<file path="src/rtl/riscv_pkg.sv">
// rtl/riscv_pkg.sv - RV32I opcode, ALU-op and ID/EX payload definitions
package riscv_pkg;

    localparam logic [6:0] OPC_OP     = 7'b0110011;
    localparam logic [6:0] OPC_OP_IMM = 7'b0010011;
    localparam logic [6:0] OPC_LOAD   = 7'b0000011;
    localparam logic [6:0] OPC_STORE  = 7'b0100011;
    localparam logic [6:0] OPC_BRANCH = 7'b1100011;
    localparam logic [6:0] OPC_JAL    = 7'b1101111;
    localparam logic [6:0] OPC_JALR   = 7'b1100111;
    localparam logic [6:0] OPC_LUI    = 7'b0110111;
    localparam logic [6:0] OPC_AUIPC  = 7'b0010111;

    localparam logic [31:0] NOP_INSTR = 32'h0000_0013;

    typedef enum logic [3:0] {
        ALU_ADD   = 4'd0,
        ALU_SUB   = 4'd1,
        ALU_AND   = 4'd2,
        ALU_OR    = 4'd3,
        ALU_XOR   = 4'd4,
        ALU_SLL   = 4'd5,
        ALU_SRL   = 4'd6,
        ALU_SRA   = 4'd7,
        ALU_SLT   = 4'd8,
        ALU_SLTU  = 4'd9,
        ALU_PASSB = 4'd10
    } alu_op_t;

    typedef struct packed {
        logic alu_src;
        logic mem_read;
        logic mem_write;
        logic reg_write;
        logic mem_to_reg;
        logic branch;
        logic jump;
    } ctrl_t;

    typedef struct packed {
        logic        valid;
        logic [31:0] pc;
        logic [31:0] rs1_data;
        logic [31:0] rs2_data;
        logic [31:0] imm;
        logic [4:0]  rs1;
        logic [4:0]  rs2;
        logic [4:0]  rd;
        alu_op_t     alu_op;
        ctrl_t       ctrl;
        logic        illegal;
    } idex_t;

    // alt is the instr[30] qualifier, already gated by the caller for the opcode class
    function automatic alu_op_t alu_from_funct3(input logic [2:0] funct3, input logic alt);
        case (funct3)
            3'b000:  alu_from_funct3 = alt ? ALU_SUB : ALU_ADD;
            3'b001:  alu_from_funct3 = ALU_SLL;
            3'b010:  alu_from_funct3 = ALU_SLT;
            3'b011:  alu_from_funct3 = ALU_SLTU;
            3'b100:  alu_from_funct3 = ALU_XOR;
            3'b101:  alu_from_funct3 = alt ? ALU_SRA : ALU_SRL;
            3'b110:  alu_from_funct3 = ALU_OR;
            default: alu_from_funct3 = ALU_AND;
        endcase
    endfunction

endpackage

</file>
<file path="src/rtl/instruction_decode_if.sv">
// rtl/instruction_decode_if.sv - fetch, writeback and ID/EX signal bundle of the decode stage
interface instruction_decode_if;
    logic [31:0] if_pc;
    logic [31:0] if_instr;
    logic        if_valid;
    logic        flush;
    logic        wb_we;
    logic [4:0]  wb_rd;
    logic [31:0] wb_data;

    logic        ex_valid;
    logic [31:0] ex_pc;
    logic [31:0] ex_rs1_data;
    logic [31:0] ex_rs2_data;
    logic [31:0] ex_imm;
    logic [4:0]  ex_rs1;
    logic [4:0]  ex_rs2;
    logic [4:0]  ex_rd;
    logic [3:0]  ex_alu_op;
    logic        ex_alu_src;
    logic        ex_mem_read;
    logic        ex_mem_write;
    logic        ex_reg_write;
    logic        ex_mem_to_reg;
    logic        ex_branch;
    logic        ex_jump;
    logic        load_use_stall;
    logic        illegal;

    modport master (
        output if_pc, if_instr, if_valid, flush, wb_we, wb_rd, wb_data,
        input  ex_valid, ex_pc, ex_rs1_data, ex_rs2_data, ex_imm,
        input  ex_rs1, ex_rs2, ex_rd, ex_alu_op,
        input  ex_alu_src, ex_mem_read, ex_mem_write, ex_reg_write,
        input  ex_mem_to_reg, ex_branch, ex_jump, load_use_stall, illegal
    );

    modport slave (
        input  if_pc, if_instr, if_valid, flush, wb_we, wb_rd, wb_data,
        output ex_valid, ex_pc, ex_rs1_data, ex_rs2_data, ex_imm,
        output ex_rs1, ex_rs2, ex_rd, ex_alu_op,
        output ex_alu_src, ex_mem_read, ex_mem_write, ex_reg_write,
        output ex_mem_to_reg, ex_branch, ex_jump, load_use_stall, illegal
    );
endinterface

</file>
<file path="src/rtl/register_file.sv">
// rtl/register_file.sv - 32x32 register file, two async reads with write-through bypass
module register_file (
    input  logic        clk,
    input  logic        rst,
    input  logic [4:0]  i_rs1_addr,
    input  logic [4:0]  i_rs2_addr,
    output logic [31:0] o_rs1_data,
    output logic [31:0] o_rs2_data,
    input  logic        i_we,
    input  logic [4:0]  i_rd,
    input  logic [31:0] i_wdata
);

    logic [31:0] r_regs [32];

    always_ff @(posedge clk or posedge rst) begin
        if (rst) begin
            for (int i = 0; i < 32; i++) begin
                r_regs[i] <= '0;
            end
        end else if (i_we && (i_rd != 5'd0)) begin
            r_regs[i_rd] <= i_wdata;
        end
    end

    // x0 is forced to zero on read, so entry 0 is never consulted
    always_comb begin
        o_rs1_data = '0;
        o_rs2_data = '0;
        if (i_rs1_addr != 5'd0) begin
            o_rs1_data = (i_we && (i_rd == i_rs1_addr)) ? i_wdata : r_regs[i_rs1_addr];
        end
        if (i_rs2_addr != 5'd0) begin
            o_rs2_data = (i_we && (i_rd == i_rs2_addr)) ? i_wdata : r_regs[i_rs2_addr];
        end
    end

endmodule

</file>
<file path="src/rtl/instruction_decode.sv">
// rtl/instruction_decode.sv - RV32I decode stage: decode, immediates, load-use stall, ID/EX register
module instruction_decode
    import riscv_pkg::*;
(
    input  logic                 clk,
    input  logic                 rst,
    instruction_decode_if.slave  bus
);

    logic [6:0]  w_opcode;
    logic [2:0]  w_funct3;
    logic [4:0]  w_rs1;
    logic [4:0]  w_rs2;
    logic [4:0]  w_rd;
    logic [31:0] w_instr;
    logic [31:0] w_rs1_data;
    logic [31:0] w_rs2_data;
    logic        w_legal;
    logic        w_uses_rs1;
    logic        w_uses_rs2;
    logic [31:0] w_imm;
    alu_op_t     w_alu_op;
    ctrl_t       w_ctrl;
    logic        w_stall;
    idex_t       w_next;
    idex_t       r_idex;

    assign w_instr  = bus.if_instr;
    assign w_opcode = w_instr[6:0];
    assign w_rd     = w_instr[11:7];
    assign w_funct3 = w_instr[14:12];
    assign w_rs1    = w_instr[19:15];
    assign w_rs2    = w_instr[24:20];

    register_file u_register_file (
        .clk        (clk),
        .rst        (rst),
        .i_rs1_addr (w_rs1),
        .i_rs2_addr (w_rs2),
        .o_rs1_data (w_rs1_data),
        .o_rs2_data (w_rs2_data),
        .i_we       (bus.wb_we),
        .i_rd       (bus.wb_rd),
        .i_wdata    (bus.wb_data)
    );

    always_comb begin
        w_legal    = 1'b1;
        w_uses_rs1 = 1'b0;
        w_uses_rs2 = 1'b0;
        w_imm      = '0;
        w_alu_op   = ALU_ADD;
        w_ctrl     = '0;
        case (w_opcode)
            OPC_OP: begin
                w_uses_rs1       = 1'b1;
                w_uses_rs2       = 1'b1;
                w_alu_op         = alu_from_funct3(w_funct3, w_instr[30]);
                w_ctrl.reg_write = 1'b1;
            end
            OPC_OP_IMM: begin
                w_uses_rs1       = 1'b1;
                w_imm            = {{20{w_instr[31]}}, w_instr[31:20]};
                // only the shift-right form takes the arithmetic qualifier; ADDI never becomes SUB
                w_alu_op         = alu_from_funct3(w_funct3, w_instr[30] && (w_funct3 == 3'b101));
                w_ctrl.alu_src   = 1'b1;
                w_ctrl.reg_write = 1'b1;
            end
            OPC_LOAD: begin
                w_uses_rs1        = 1'b1;
                w_imm             = {{20{w_instr[31]}}, w_instr[31:20]};
                w_ctrl.alu_src    = 1'b1;
                w_ctrl.mem_read   = 1'b1;
                w_ctrl.reg_write  = 1'b1;
                w_ctrl.mem_to_reg = 1'b1;
            end
            OPC_STORE: begin
                w_uses_rs1       = 1'b1;
                w_uses_rs2       = 1'b1;
                w_imm            = {{20{w_instr[31]}}, w_instr[31:25], w_instr[11:7]};
                w_ctrl.alu_src   = 1'b1;
                w_ctrl.mem_write = 1'b1;
            end
            OPC_BRANCH: begin
                w_uses_rs1    = 1'b1;
                w_uses_rs2    = 1'b1;
                w_imm         = {{19{w_instr[31]}}, w_instr[31], w_instr[7],
                                 w_instr[30:25], w_instr[11:8], 1'b0};
                w_alu_op      = ALU_SUB;
                w_ctrl.branch = 1'b1;
            end
            OPC_JAL: begin
                w_imm            = {{11{w_instr[31]}}, w_instr[31], w_instr[19:12],
                                    w_instr[20], w_instr[30:21], 1'b0};
                w_ctrl.reg_write = 1'b1;
                w_ctrl.jump      = 1'b1;
            end
            OPC_JALR: begin
                w_uses_rs1       = 1'b1;
                w_imm            = {{20{w_instr[31]}}, w_instr[31:20]};
                w_ctrl.alu_src   = 1'b1;
                w_ctrl.reg_write = 1'b1;
                w_ctrl.jump      = 1'b1;
            end
            OPC_LUI: begin
                w_imm            = {w_instr[31:12], 12'h000};
                w_alu_op         = ALU_PASSB;
                w_ctrl.alu_src   = 1'b1;
                w_ctrl.reg_write = 1'b1;
            end
            OPC_AUIPC: begin
                w_imm            = {w_instr[31:12], 12'h000};
                w_ctrl.alu_src   = 1'b1;
                w_ctrl.reg_write = 1'b1;
            end
            default: w_legal = 1'b0;
        endcase
    end

    // unused source fields never stall, so an I-type whose rs2 bits alias the load target issues freely
    assign w_stall = r_idex.valid && r_idex.ctrl.mem_read && (r_idex.rd != 5'd0) && bus.if_valid &&
                     ((w_uses_rs1 && (w_rs1 == r_idex.rd)) || (w_uses_rs2 && (w_rs2 == r_idex.rd)));

    always_comb begin
        w_next = '0;
        if (bus.flush || w_stall || !bus.if_valid) begin
            w_next = '0;
        end else if (!w_legal) begin
            w_next.valid   = 1'b1;
            w_next.pc      = bus.if_pc;
            w_next.illegal = 1'b1;
        end else begin
            w_next.valid    = 1'b1;
            w_next.pc       = bus.if_pc;
            w_next.rs1_data = w_rs1_data;
            w_next.rs2_data = w_rs2_data;
            w_next.imm      = w_imm;
            w_next.rs1      = w_uses_rs1 ? w_rs1 : 5'd0;
            w_next.rs2      = w_uses_rs2 ? w_rs2 : 5'd0;
            w_next.rd       = w_ctrl.reg_write ? w_rd : 5'd0;
            w_next.alu_op   = w_alu_op;
            w_next.ctrl     = w_ctrl;
        end
    end

    always_ff @(posedge clk or posedge rst) begin
        if (rst) begin
            r_idex <= '0;
        end else begin
            r_idex <= w_next;
        end
    end

    assign bus.ex_valid       = r_idex.valid;
    assign bus.ex_pc          = r_idex.pc;
    assign bus.ex_rs1_data    = r_idex.rs1_data;
    assign bus.ex_rs2_data    = r_idex.rs2_data;
    assign bus.ex_imm         = r_idex.imm;
    assign bus.ex_rs1         = r_idex.rs1;
    assign bus.ex_rs2         = r_idex.rs2;
    assign bus.ex_rd          = r_idex.rd;
    assign bus.ex_alu_op      = r_idex.alu_op;
    assign bus.ex_alu_src     = r_idex.ctrl.alu_src;
    assign bus.ex_mem_read    = r_idex.ctrl.mem_read;
    assign bus.ex_mem_write   = r_idex.ctrl.mem_write;
    assign bus.ex_reg_write   = r_idex.ctrl.reg_write;
    assign bus.ex_mem_to_reg  = r_idex.ctrl.mem_to_reg;
    assign bus.ex_branch      = r_idex.ctrl.branch;
    assign bus.ex_jump        = r_idex.ctrl.jump;
    assign bus.illegal        = r_idex.illegal;
    assign bus.load_use_stall = w_stall;

endmodule

</file>
<file path="src/flat_wrapper.sv">
// flat-port wrapper written by rule: the top's interface ports become plain ports
module instruction_decode_flat import riscv_pkg::*;
  (clk, rst, bus_if_pc, bus_if_instr, bus_if_valid, bus_flush, bus_wb_we, bus_wb_rd, bus_wb_data, bus_ex_valid, bus_ex_pc, bus_ex_rs1_data, bus_ex_rs2_data, bus_ex_imm, bus_ex_rs1, bus_ex_rs2, bus_ex_rd, bus_ex_alu_op, bus_ex_alu_src, bus_ex_mem_read, bus_ex_mem_write, bus_ex_reg_write, bus_ex_mem_to_reg, bus_ex_branch, bus_ex_jump, bus_load_use_stall, bus_illegal);
  instruction_decode_if bus_i ();
  input  logic clk;
  input  logic rst;
  input wire logic [$bits(bus_i.if_pc)-1:0] bus_if_pc;
  input wire logic [$bits(bus_i.if_instr)-1:0] bus_if_instr;
  input wire logic [$bits(bus_i.if_valid)-1:0] bus_if_valid;
  input wire logic [$bits(bus_i.flush)-1:0] bus_flush;
  input wire logic [$bits(bus_i.wb_we)-1:0] bus_wb_we;
  input wire logic [$bits(bus_i.wb_rd)-1:0] bus_wb_rd;
  input wire logic [$bits(bus_i.wb_data)-1:0] bus_wb_data;
  output wire logic [$bits(bus_i.ex_valid)-1:0] bus_ex_valid;
  output wire logic [$bits(bus_i.ex_pc)-1:0] bus_ex_pc;
  output wire logic [$bits(bus_i.ex_rs1_data)-1:0] bus_ex_rs1_data;
  output wire logic [$bits(bus_i.ex_rs2_data)-1:0] bus_ex_rs2_data;
  output wire logic [$bits(bus_i.ex_imm)-1:0] bus_ex_imm;
  output wire logic [$bits(bus_i.ex_rs1)-1:0] bus_ex_rs1;
  output wire logic [$bits(bus_i.ex_rs2)-1:0] bus_ex_rs2;
  output wire logic [$bits(bus_i.ex_rd)-1:0] bus_ex_rd;
  output wire logic [$bits(bus_i.ex_alu_op)-1:0] bus_ex_alu_op;
  output wire logic [$bits(bus_i.ex_alu_src)-1:0] bus_ex_alu_src;
  output wire logic [$bits(bus_i.ex_mem_read)-1:0] bus_ex_mem_read;
  output wire logic [$bits(bus_i.ex_mem_write)-1:0] bus_ex_mem_write;
  output wire logic [$bits(bus_i.ex_reg_write)-1:0] bus_ex_reg_write;
  output wire logic [$bits(bus_i.ex_mem_to_reg)-1:0] bus_ex_mem_to_reg;
  output wire logic [$bits(bus_i.ex_branch)-1:0] bus_ex_branch;
  output wire logic [$bits(bus_i.ex_jump)-1:0] bus_ex_jump;
  output wire logic [$bits(bus_i.load_use_stall)-1:0] bus_load_use_stall;
  output wire logic [$bits(bus_i.illegal)-1:0] bus_illegal;
  assign bus_i.if_pc = bus_if_pc;
  assign bus_i.if_instr = bus_if_instr;
  assign bus_i.if_valid = bus_if_valid;
  assign bus_i.flush = bus_flush;
  assign bus_i.wb_we = bus_wb_we;
  assign bus_i.wb_rd = bus_wb_rd;
  assign bus_i.wb_data = bus_wb_data;
  assign bus_ex_valid = bus_i.ex_valid;
  assign bus_ex_pc = bus_i.ex_pc;
  assign bus_ex_rs1_data = bus_i.ex_rs1_data;
  assign bus_ex_rs2_data = bus_i.ex_rs2_data;
  assign bus_ex_imm = bus_i.ex_imm;
  assign bus_ex_rs1 = bus_i.ex_rs1;
  assign bus_ex_rs2 = bus_i.ex_rs2;
  assign bus_ex_rd = bus_i.ex_rd;
  assign bus_ex_alu_op = bus_i.ex_alu_op;
  assign bus_ex_alu_src = bus_i.ex_alu_src;
  assign bus_ex_mem_read = bus_i.ex_mem_read;
  assign bus_ex_mem_write = bus_i.ex_mem_write;
  assign bus_ex_reg_write = bus_i.ex_reg_write;
  assign bus_ex_mem_to_reg = bus_i.ex_mem_to_reg;
  assign bus_ex_branch = bus_i.ex_branch;
  assign bus_ex_jump = bus_i.ex_jump;
  assign bus_load_use_stall = bus_i.load_use_stall;
  assign bus_illegal = bus_i.illegal;
  instruction_decode u_core (.clk(clk), .rst(rst), .bus(bus_i));
endmodule
</file>
<file path="config.mk">
export PLATFORM = sky130hd
export DESIGN_NAME = instruction_decode_flat
export DESIGN_NICKNAME = d
export VERILOG_FILES = /design/src/rtl/riscv_pkg.sv /design/src/rtl/instruction_decode_if.sv /design/src/rtl/register_file.sv /design/src/rtl/instruction_decode.sv /design/src/flat_wrapper.sv
export SDC_FILE = /design/constraint.sdc
export NUM_CORES = 2
export LEC_CHECK = 0
export ABC_AREA = 1
export ABC_CLOCK_PERIOD_IN_PS = 51600
export CAP_MARGIN = 20
export CORE_AREA = 2 2 367 369
export DETAILED_ROUTE_END_ITERATION = 12
export DIE_AREA = 0 0 369 371
export MAX_ROUTING_LAYER = met4
export PLACE_DENSITY = 0.67
export REMOVE_ABC_BUFFERS = 1
export SETUP_SLACK_MARGIN = 0.2
export SYNTH_ARGS = -nofsm -noshare
export SYNTH_HDL_FRONTEND = slang
export SYNTH_SLANG_ARGS = --single-unit
</file>
<file path="constraint.sdc">
create_clock -name clk -period 51.6 [get_ports clk]
set_input_delay 5.16 -clock clk [delete_from_list [all_inputs] [get_ports clk]]
set_output_delay 5.16 -clock clk [all_outputs]
set_load 0.05 [all_outputs]
</file>
* After elaboration in Yosys (flattened, before gate mapping)
Index checks and enable logic that the tools add are counted.
** Cells by class
- Equal/unequal tests :: 19
- Reductions and logical operators :: 28
- Muxes and demuxes :: 36
- Order comparisons :: 4
- Bitwise operators :: 3
** Operator list (count)
- 1024-bit bitwise mux :: 1
- 32-bit binary-select mux with 5-bit select :: 2
- 32-bit 2-to-1 mux :: 9
- 32-bit demux with 5-bit select :: 1
- 32-bit one-hot mux with 5 select lines :: 1
- 156-bit 2-to-1 mux :: 1
- 122-bit 2-to-1 mux :: 1
- 4-bit one-hot mux with 7 select lines :: 2
- 7-bit by 6-bit equality test with 1-bit output (second input constant) :: 3
- 7-bit equality test (second input constant) :: 3
- 5-bit equality test :: 4
- 5-bit nonzero test :: 4
- 6-bit >= comparator (second input constant) :: 3
- 5-bit inverter with 6-bit output :: 3
- 4-bit one-hot mux with 4 select lines :: 1
- 5-bit 2-to-1 mux :: 3
- 7-bit by 5-bit equality test with 1-bit output (second input constant) :: 2
- 1-bit 2-to-1 mux :: 14
- 6-bit OR reduction :: 2
- 1-bit logical AND :: 11
- 3-bit equality test (second input constant) :: 3
- 9-bit OR reduction :: 1
- 7-bit by 2-bit equality test with 1-bit output (second input constant) :: 1
- 7-bit OR reduction :: 1
- 8 further kinds :: 13
** Storage, ports and cells
- Logic and storage cells :: 139
- Output and inout port bits :: 157
- Bits in registers :: 1180
- Bits of input ports :: 106

* Logic depth before layout (Yosys ltp)
- Word-level depth :: 9
- Depth in mapped cells :: 14

* Cells and area by module
From an unflattened synthesis, not the netlist that was laid out.
** Unflattened totals
- Cell total of the unflattened synthesis :: 9510
- Area, all modules :: 65552.9 um^2
** Modules (own cells, without submodules)
- register_file :: times used 1, cells each 8879, seq. area each 25624.6 um^2, area an instance 59646.0 um^2
- instruction_decode :: times used 1, cells each 631, seq. area each 3878.7 um^2, area an instance 5906.9 um^2

* Least setup slack after synthesis
Ideal clock, no wire load.
- Path type :: input to output
- Start point :: input bus_if_instr[3]
- End point :: output bus_load_use_stall
- Setup slack :: 39672 ps
- Required time :: 46440 ps
- Path buffers :: 2
- Arrival :: 6768 ps
- Stages on the path :: 11
- Cell sequence :: inv_1 nand2_1 nor2_1 o211ai_1 inv_1 nand2_1 nand2_1 nand2_1 buf_4 buf_2 inv_1
** On the way
- Word-level cells in the longest chain between the ends :: 6
- Elaborated cells on any way between the ends :: 14
** Ends and longest elaborated chain
- from (decl) :: RTL line flat_wrapper.sv:8 : input wire logic [$bits(bus_i.if_instr)-1:0] bus_if_instr;
- 7-bit by 6-bit equality test with 1-bit output (tied with other cells) :: RTL line instruction_decode.sv:54 : case (w_opcode)
- 6-bit OR reduction (no source line) / 3-bit OR reduction (equally long branches)
- 1-bit 2-to-1 mux :: RTL line instruction_decode.sv:54
- 1-bit logical AND :: RTL line instruction_decode.sv:122 : ((w_uses_rs1 && (w_rs1 == r_idex.rd)) || (w_uses_rs2 && (w_rs2 == r_idex.rd)));
- 1-bit logical OR (*) :: RTL line instruction_decode.sv:122
- 1-bit logical AND (*) :: RTL line instruction_decode.sv:121 : assign w_stall = r_idex.valid && r_idex.ctrl.mem_read && (r_idex.rd != 5'd0) && bus.if_valid &&
- to (decl) :: RTL line flat_wrapper.sv:30 : output wire logic [$bits(bus_i.load_use_stall)-1:0] bus_load_use_stall;
Every way passes the cells marked *; elsewhere a longest branch is shown, timed or not.

* Worst setup path after layout
- Start point :: input bus_if_instr[23]
- End point :: output bus_load_use_stall
** On the way
- Word-level cells in the longest chain between the ends :: 4
** Ends and longest elaborated chain (RTL line)
- 5-bit equality test :: instruction_decode.sv:122
- 1-bit logical AND :: instruction_decode.sv:122
- 1-bit logical OR :: instruction_decode.sv:122
- 1-bit logical AND :: instruction_decode.sv:121
No other way between the ends.

==> flow_summary.yaml <==
clock_network:
  clock-sinks: 1179
  insertion_delay_ps: 790
  clkTransAtPathRegs_ps: 60
  cts_made_buffers: 139
  tritoncts: "done"
  cts_resized: 0
  h-tree-depth: 4
  cts_hold_buffers: 0
  cts_buffer_depth: 3
  cts_root_buffer: "clkbuf_16"
  cts_setup_buffers: 0
global_route:
  grt_start_max_net_pins: 192
  grt_pass1_vias: 62567
  overflow: 0
  grt_pass1_wl_microns: 382000
  gr-usage-all-layers_pct: 37.6
  antenna_found_initial: 6
yosys:
  synth.area.top_cells: "dfrtp_1 (45%), nand2_1 (21%), nand3_1 (7.7%)"
  synthDistinctLibCells: 27
  ys_seq_area_share_pct: 44.7
  netlist_area_sq_um: 66100
  synth_edf_count: 0
  synth-seq-cells: 1179
  synth_top_flop_cell: "dfrtp_1"
  synthCells: 9744
  synth_area_leader_cell: "dfrtp_1"
  yosys_warnings: 0
  synth_top_area_share_pct: 44.7
  synth_common_cells: "nand2_1 (3720), dfrtp_1 (1179), nand3_1 (1023), o21ai_0 (1014), inv_1 (924)"
  async_flop_share_pct: 100
  avgSynthCellArea_sq_um: 6.78
  yosysMostFrequentCell: "nand2_1"
worst_setup_path:
  worstReg2RegStart: "u_core.bus.ex_rd[2]$_DFF_PP0_"
  critPathLaunchType: "primary input"
  worstPathRequired_ps: 46440
  critPathCapture: "bus_load_use_stall"
  cp-end-kind: "primary output"
  startpoint: "bus_if_instr[23]"
  arrival_ps: 8540
  path_max_fanout: 36
  r2r_end: "u_core.bus.ex_rs2_data[4]$_DFF_PP0_"
  worstSetupPathType: "in2out"
  rrSetupSlack_ps: 47830
  r2r_cells: 9
sta:
  slew_headroom_pct: 16.7
  clock.fmax_mhz: 73.0
  post-route-period-util_pct: 26.5
  skew_ps: 19.1
  final-setup-viol-count: 0
  setup-tns-final_ps: 0
  hold_violations: 0
  maxSlewViolCount: 0
  hold_ws_ps: 400
  worst_pin_slew_ps: 1250
  rsz0062_at_grt: "no"
  post-route-min-period_ps: 13700
  setup_slack_ps: 37900
floorplan:
  dieArea_sq_um: 137000
  pin_count: 263
  die_w_microns: 369
  die_y_microns: 371
  rows: 134
  start_util_pct: 49.8
  core_area_sq_um: 133000
layout:
  utilization_pct: 55.4
  layout.cells.non_filler: 11356
  final_nets: 9590
  drive_gt1_share_pct: 4.47
  area_delta_synth_final_pct: 11.4
  fin_area_sq_um: 73600
place:
  dp.cells: 11110
  port_buffers: 262
  hpwl_microns: 138000
  place_ws_ps: 38090
  place_area_sq_um: 69100
  place.gp.congestion: 0.930
route:
  first_pass_iters: 7
  ant_nets: 0
  via_count: 66732
  viasPerCell: 5.88
  wl_per_cell_microns: 22.2
  drt-total-wl_microns: 252000
  drc: 0
  drtIter0Drc: 8615
run:
  maxCapViolations: 0
power:
  peakVddDrop_v: 0.0000377
  power.total_mw: 2.72
  powerDensity_nw_per_um2: 36.9
  p_leak_nw: 37.2
hold_path:
  hold_path.class: "reg2reg"
outcome:
  status: "finished clean"
## cells by family (layout without fill, tap and decap cells)
group | after synthesis | count (layout) | share of synthesized area (%)
flops | 1179 | 1179 | 44.7
xor+xnor | 6 | 6 | 0.0795
buf+inv | 1745 | 1581 | 10.0
compound gates | 1387 | 1387 | 11.7
simple gates | 5427 | 5427 | 33.6
other cells | 0 | 8 | 0
## metal layers
metal	up-vias	part of all wire (%)	global-route usage, %
met2	4023	43	55.4
met3	883	12	9.41
li1	30302	-	-
met5	-	0	-
met1	31524	39	47.9
met4	0	5.6	19.3
## worst max-delay path, stage by stage
cell	delay (ps)
buf_4	580
buf_4	670
inv_4	330
nand2_1	130
nand2_1	60
nor2_1	120
nand2_1	90
nor2_1	90
nand2_1	60
nand2_1	100
nand2_4	130
inv_1	110
clkdlybuf4s50_1	830
## worst min path at each step
stage,from,endpoint,cells past startpoint
detailed placement,u_core.u_register_file.r_regs[995]$_DFFE_PP0P_,u_core.u_register_file.r_regs[995]$_DFFE_PP0P_,0
global route,u_core.u_register_file.r_regs[1002]$_DFFE_PP0P_,u_core.u_register_file.r_regs[1002]$_DFFE_PP0P_,0
finish,u_core.u_register_file.r_regs[995]$_DFFE_PP0P_,u_core.u_register_file.r_regs[995]$_DFFE_PP0P_,0
CTS,u_core.u_register_file.r_regs[995]$_DFFE_PP0P_,u_core.u_register_file.r_regs[995]$_DFFE_PP0P_,0
global placement,u_core.u_register_file.r_regs[1016]$_DFFE_PP0P_,u_core.u_register_file.r_regs[1016]$_DFFE_PP0P_,0
floorplan,u_core.u_register_file.r_regs[1000]$_DFFE_PP0P_,u_core.u_register_file.r_regs[1000]$_DFFE_PP0P_,0
## area by class of cell
type,instances,area [sq um]
multi-input cells,6820,30100
clock inverters,38,490
well taps,1768,2210
diodes,8,20.0
fillers,12680,59200
clock buffers,199,4020
inverters,965,3670
repair buffers,379,3590
flip-flops and latches,1179,29500
## report_power, final
group / switching (mW) / total (mW) / internal, mW
Sequential: 0.0783 / 1.16 / 1.08
Combinational: 0.380 / 0.562 / 0.183
Clock: 0.410 / 0.999 / 0.589
Total: 0.868 / 2.72 / 1.85
## cell usage in the layout, fill, tap and decap left out, drive strengths merged, types with 53 or more instances in the layout
master / Yosys / layout
a211oi: 53 / 53
buf: 91 / 127
clkbuf: 689 / 199
clkdlybuf4s50: 0 / 252
clkinv: 38 / 54
dfrtp: 1179 / 1179
inv: 927 / 937
nand2: 3729 / 3729
nand3: 1023 / 1023
nand4: 134 / 134
nor2: 480 / 480
o211ai: 254 / 254
o21ai: 1026 / 1026
## state kept, by name, indices dropped and copies added (netlist names), 4 cells and up
register / count
u_core.bus.ex_alu_op: 4
u_core.bus.ex_imm: 32
u_core.bus.ex_pc: 32
u_core.bus.ex_rd: 5
u_core.bus.ex_rs1: 5
u_core.bus.ex_rs1_data: 32
u_core.bus.ex_rs2: 5
u_core.bus.ex_rs2_data: 32
u_core.u_register_file.r_regs: 1024
(Power assumes the default switching activity.)
